`config.mk`:
```
export PLATFORM = sky130hd
export DESIGN_NAME = univ_shift_reg
export DESIGN_NICKNAME = d
export VERILOG_FILES = /design/src/rtl/univ_shift_reg.sv
export SDC_FILE = /design/constraint.sdc
export NUM_CORES = 1
export LEC_CHECK = 0
export CAP_MARGIN = 15
export CELL_PAD_IN_SITES_DETAIL_PLACEMENT = 1
export CELL_PAD_IN_SITES_GLOBAL_PLACEMENT = 1
export CORE_ASPECT_RATIO = 1.4
export CORE_MARGIN = 3
export CORE_UTILIZATION = 34
export DETAILED_ROUTE_END_ITERATION = 10
export GPL_TIMING_DRIVEN = 0
export PLACE_DENSITY_LB_ADDON = 0.1
export SLEW_MARGIN = 10
export SYNTH_ARGS = -nofsm -noshare
export SYNTH_HDL_FRONTEND = slang
export SYNTH_SLANG_ARGS = --single-unit
```
`constraint.sdc`:
```
create_clock -name clk -period 4.1 [get_ports clk]
set_clock_uncertainty 0.15 [all_clocks]
set_input_delay 0.82 -clock clk [delete_from_list [all_inputs] [get_ports clk]]
set_output_delay 0.82 -clock clk [all_outputs]
set_load 0.02 [all_outputs]
```
`src/rtl/univ_shift_reg.sv`:
```
// ============================================================================
// Module   : univ_shift_reg
// Purpose  : WIDTH-bit universal shift register with saturating shift counter
//            and end-of-word done pulse, for serialising/deserialising words.
// Revision : 1.0
// ============================================================================
`default_nettype none

module univ_shift_reg #(
    parameter int               WIDTH     = 8,
    parameter logic [WIDTH-1:0] RESET_VAL = '0
) (
    input  logic                       clk,
    input  logic                       reset,
    input  logic                       en,
    input  logic [2:0]                 mode,
    input  logic [WIDTH-1:0]           d,
    input  logic                       sin_r,
    input  logic                       sin_l,
    output logic [WIDTH-1:0]           q,
    output logic [WIDTH-1:0]           q_bar,
    output logic                       sout_msb,
    output logic                       sout_lsb,
    output logic [$clog2(WIDTH+1)-1:0] cnt,
    output logic                       done
);

    localparam int            CW        = $clog2(WIDTH + 1);
    localparam logic [CW-1:0] C_CNT_MAX = CW'(WIDTH);
    localparam logic [CW-1:0] C_CNT_PRE = CW'(WIDTH - 1);

    localparam logic [2:0] C_HOLD = 3'b000;
    localparam logic [2:0] C_SHL  = 3'b001;
    localparam logic [2:0] C_SHR  = 3'b010;
    localparam logic [2:0] C_ROL  = 3'b011;
    localparam logic [2:0] C_ROR  = 3'b100;
    localparam logic [2:0] C_LOAD = 3'b101;
    localparam logic [2:0] C_CLR  = 3'b110;
    localparam logic [2:0] C_INV  = 3'b111;

    logic [WIDTH-1:0] data_q, data_d;
    logic [CW-1:0]    cnt_q,  cnt_d;
    logic             done_q, done_d;
    logic             w_shift;

    always_comb begin
        data_d  = data_q;
        cnt_d   = cnt_q;
        done_d  = 1'b0;
        w_shift = 1'b0;
        if (en) begin
            case (mode)
                C_HOLD: data_d = data_q;
                C_SHL: begin
                    data_d  = {data_q[WIDTH-2:0], sin_r};
                    w_shift = 1'b1;
                end
                C_SHR: begin
                    data_d  = {sin_l, data_q[WIDTH-1:1]};
                    w_shift = 1'b1;
                end
                C_ROL: begin
                    data_d  = {data_q[WIDTH-2:0], data_q[WIDTH-1]};
                    w_shift = 1'b1;
                end
                C_ROR: begin
                    data_d  = {data_q[0], data_q[WIDTH-1:1]};
                    w_shift = 1'b1;
                end
                C_LOAD: begin
                    data_d = d;
                    cnt_d  = '0;
                end
                C_CLR: begin
                    data_d = '0;
                    cnt_d  = '0;
                end
                C_INV:   data_d = ~data_q;
                default: data_d = data_q;
            endcase
        end
        // Counter saturates at WIDTH; done marks only the edge that reaches it.
        if (w_shift && (cnt_q < C_CNT_MAX)) begin
            cnt_d  = cnt_q + 1'b1;
            done_d = (cnt_q == C_CNT_PRE);
        end
    end

    always_ff @(posedge clk) begin
        if (reset) begin
            data_q <= RESET_VAL;
            cnt_q  <= '0;
            done_q <= 1'b0;
        end else begin
            data_q <= data_d;
            cnt_q  <= cnt_d;
            done_q <= done_d;
        end
    end

    assign q        = data_q;
    assign q_bar    = ~data_q;
    assign sout_msb = data_q[WIDTH-1];
    assign sout_lsb = data_q[0];
    assign cnt      = cnt_q;
    assign done     = done_q;

endmodule

`default_nettype wire
```
======== Word-level counts from Yosys, hierarchy flattened ========
Cells that the tools add are included.
operators by class
  add/subtract/negate cells ............... 1
  reduce and logical (&&, ||, !) cells .... 9
  muxes and demuxes ....................... 6
  eq/ne operators ......................... 8
  order comparisons ....................... 1
  bitwise operators ....................... 3
operators with widths
  operator               number
  $pmux W8 S7            1
  $eq A3 B3 Y1 const B   4
  $mux W4                3
  $not A8 Y8             1
  $eq A3 B2 Y1 const B   2
  $add A4 B1 Y4 const B  1
  $eq A4 B3 Y1 const B   1
  $lt A4 B4 Y1 const B   1
  $reduce_and A2 Y1      2
  $reduce_bool A2 Y1     2
  $reduce_or A2 Y1       2
  $reduce_or A4 Y1       1
  $eq A3 B1 Y1 const B   1
  $logic_not A3 Y1       1
  $mux W1                2
  $not A1 Y1             2
  $logic_and A1 B1 Y1    1
word-level totals
  output and inout bits ................... 23
  register bits after elaboration ......... 13
  word-level logic and storage cells ...... 31

======== Logic depth before layout (Yosys ltp) ========
  depth in word-level cells ............... 7
  mapped depth ............................ 6
  mapped depth without buffers ............ 4

======== Worst setup path after synthesis ========
No wires, ideal clock.
  path type ............................... in2reg
  start point ............................. in mode[1]
  end point ............................... reg cnt_q[1] (netlist: cnt[1])
  stages .................................. 5
  slack ................................... 2.121 ns
  library setup time ...................... 0.133 ns
  arrival time ............................ 1.696 ns
  buffers on the path ..................... 1
  path through ............................ buf_6 -> and3_2 -> a2111oi_2 -> nand2b_1 -> a21oi_1
on the way
  word-level cells in the longest chain between the ends .. 7
RTL lines
  what                                        RTL line  source
  start: declaration                          16        input logic [2:0] mode,
  $eq A3 B3 Y1, or another cell as far along  52        case (mode)
  $reduce_or A4 Y1 (no line)                  -
  $mux W1                                     52
  $mux W1                                     51        if (en) begin
  $logic_and A1 B1 Y1                         83        if (w_shift && (cnt_q < C_CNT_MAX)) begin
  $reduce_bool A2 Y1 (no line)                -
  $reduce_and A2 Y1 (no line)                 -
  end signal: assignment                      96        cnt_q <= cnt_d;
  end: declaration                            42        logic [CW-1:0] cnt_q, cnt_d;
Parallel ways exist; a longest one is shown, timed or not.
A chain may end at the register's enable or synchronous reset.

======== Worst setup path after layout ========
  start point ............................. reg data_q[7] (netlist: q[7])
  end point ............................... out q[7]
RTL lines
  what                      RTL line  source
  start: declaration        41        logic [WIDTH-1:0] data_q, data_d;
  start signal: assignment  95        data_q <= data_d;
  end: declaration          20        output logic [WIDTH-1:0] q,
No word-level cell between the ends.

==> impl_metrics.yaml <==
outcome:
  status: "complete, no violations"
clocking:
  cts_made_buffers: 3
  cts_root_buffer: "clkbuf_4"
  cts_resized: 0
  ctsHoldBuffers: 0
  cts_buffer_depth: 2
  post-cts-setup-buffer-count: 0
  htreeDepth: 1
  cts_tree: "built"
  clk_pin_slew_worst_paths_ns: 0.09
  numClockSinks: 13
  clkLatencyLatePin_ns: 0.28
worst_setup_path:
  r2r_cells: 4
  crit_start: "q[7]"
  end_kind: "primary output"
  required_ns: 3.13
  crit_arrival_ns: 1.46
  startpoint_type: "register"
  r2r_setup_slack_ns: 2.60
  critPathCapture: "q[7]"
  r2r-start: "q[3]"
  r2r-end: "q[3]"
  path_class: "reg2out"
  critPathMaxFanout: 6
timing:
  max-slew-margin-rel: 0.661
  finalCriticalPeriod_ns: 2.43
  max_freq_mhz: 411
  tns_ns: 0
  finalHoldViolCount: 0
  final_min_period_over_clock_period: 0.594
  worst-slew-pin-transition_ns: 0.509
  setup_viol: 0
  rsz0062_at_grt: "no"
  slew_violations: 0
die:
  initial_core_util: 0.363
  dieArea_um2: 3570
  die_y_um: 69.5
  num_rows: 22
  io-pin-count: 39
  die_width_um: 51.3
  coreArea_um2: 2700
synthesis:
  synth_top_area_frac: 0.266
  ys_ff_latch: 13
  synth_top_cell_by_area: "dfxtp_1"
  synthTopCellsByArea: "dfxtp_1, mux2_2, a222oi_1, a211oi_1, inv_1"
  synth_edf_count: 0
  async_flop_share: 0
  synth-seq-area-share: 0.266
  synth_area_um2: 978
  syn_nets: 120
  synthFlopType: "dfxtp_1"
  ys_types: 42
  avgSynthCellArea_um2: 9.50
  postSynthCellCount: 103
  ys.warnings.count: 0
grt:
  grt_pass1_vias: 1067
  grt_overflow_total: 0
  grt_pass1_wl_um: 4870
  grt_max_degree: 11
  grt.total_usage: 0.175
  antenna_found_initial: 0
power_and_ir_drop:
  power_leakage_nw: 0.522
  p_sw_w: 0.000124
  clock_power_share: 0.227
  peakVddDrop_uv: 150
  seqPwrFrac: 0.391
  combPwrFrac: 0.383
  swShare: 0.336
  powerDensity_nw_per_um2: 257
  internal_power_w: 0.000244
drt:
  drtIter0Drc: 40
  wire_per_inst_um: 15.6
  vias: 983
  drtPass1Iterations: 4
  antenna_left: 0
  drt-total-wl_um: 2830
  via_per_inst: 5.43
  drcViolationCount: 0
placed_design:
  hpwl_um: 2190
  gp_congestion: 0.777
  io_buffers: 38
  place.detailed.instances: 177
finish:
  drive_above_1_share: 0.200
  antenna_cells: 0
  fin_cells: 181
  syn_to_final_growth_pct: 46.2
  nNetsFinal: 163
  finish.utilization: 0.530
run:
  cap_violations: 0
hold_path:
  hold_path_class: "reg2reg"
==> critical path, stage by stage (launching register included) <==
cell,delay [ns]
dfxtp_1,0.45
buf_4,0.15
clkdlybuf4s50_1,0.59
==> routing by layer <==
metal,routed length [um],global-route usage,up-vias
met4,19,0.0641,0
met1,1080,0.202,483
met3,154,0.0366,2
met5,0,0,-
li1,-,-,465
met2,1580,0.307,33
==> state kept, by name (all words and copies together), names as in the netlist <==
register  count
q             8
cnt           4
done          1
==> kinds of logic after synthesis <==
logic type | after synthesis | synth area share
compound gates | 31 | 0.265
flops | 13 | 0.266
xor+xnor | 2 | 0.0371
buf+inv | 22 | 0.143
fa+ha+maj | 1 | 0.0128
simple gates | 28 | 0.207
mux | 6 | 0.0690
==> cell usage after synthesis (2+ instances only) <==
library cell,instances
dfxtp_1,13
inv_1,13
nor2_1,8
a211oi_1,7
a222oi_1,6
mux2_2,6
nand2_1,4
a21oi_1,3
buf_6,3
nand2b_1,3
o31ai_1,3
buf_4,2
nor2_4,2
nor3_1,2
==> layout make-up <==
cell class                      count  area, um2
Buffer                              9       91.3
Clock buffer                        4       26.3
Fill cell                         329       1270
Inverter                           13       48.8
Multi-Input combinational cell     68        578
Sequential cell                    13        260
Tap cell                           36       45.0
Timing Repair Buffer               38        380
==> through the flow <==
stage | area, um2 | power [W] | setup WS, ns | hold slack (ns)
floorplan | 978 | 0.000228 | 2.12 | 0.412
global placement | 1400 | 0.000286 | 1.48 | 0.346
detailed placement | 1400 | 0.000288 | 1.47 | 0.361
CTS | 1430 | 0.000374 | 1.64 | 0.375
global route | 1430 | 0.000389 | 1.59 | 0.402
finish | 1430 | 0.000368 | 1.67 | 0.370
==> power groups by stage <==
stage	Combinational [W]	Sequential, W	Clock (W)
final	0.000141	0.000144	0.0000833
after global routing	0.000152	0.000145	0.0000923
after CTS	0.000142	0.000144	0.0000874
after detailed placement	0.000142	0.000146	0
after global placement	0.000139	0.000146	0
after floorplan	0.0000753	0.000153	0
==> worst min-delay path by stage <==
stage	slack, ns	to	cells after the start	from
floorplan	0.41	done	2	cnt[2]
global placement	0.35	cnt[1]	2	cnt[1]
CTS	0.38	cnt[1]	2	cnt[1]
finish	0.37	cnt[1]	2	cnt[1]
global route	0.40	done	2	cnt[2]
detailed placement	0.36	cnt[1]	2	cnt[1]
==> layout by cell type (no fill, tap or decap), types with 4 or more instances in the layout <==
cell             count
inv_1               13
mux2_2               6
a222oi_1             6
nand2_1              4
clkdlybuf4s50_1     38
a211oi_1             7
nor2_1               8
dfxtp_1             13
(Power assumes the default switching activity.)
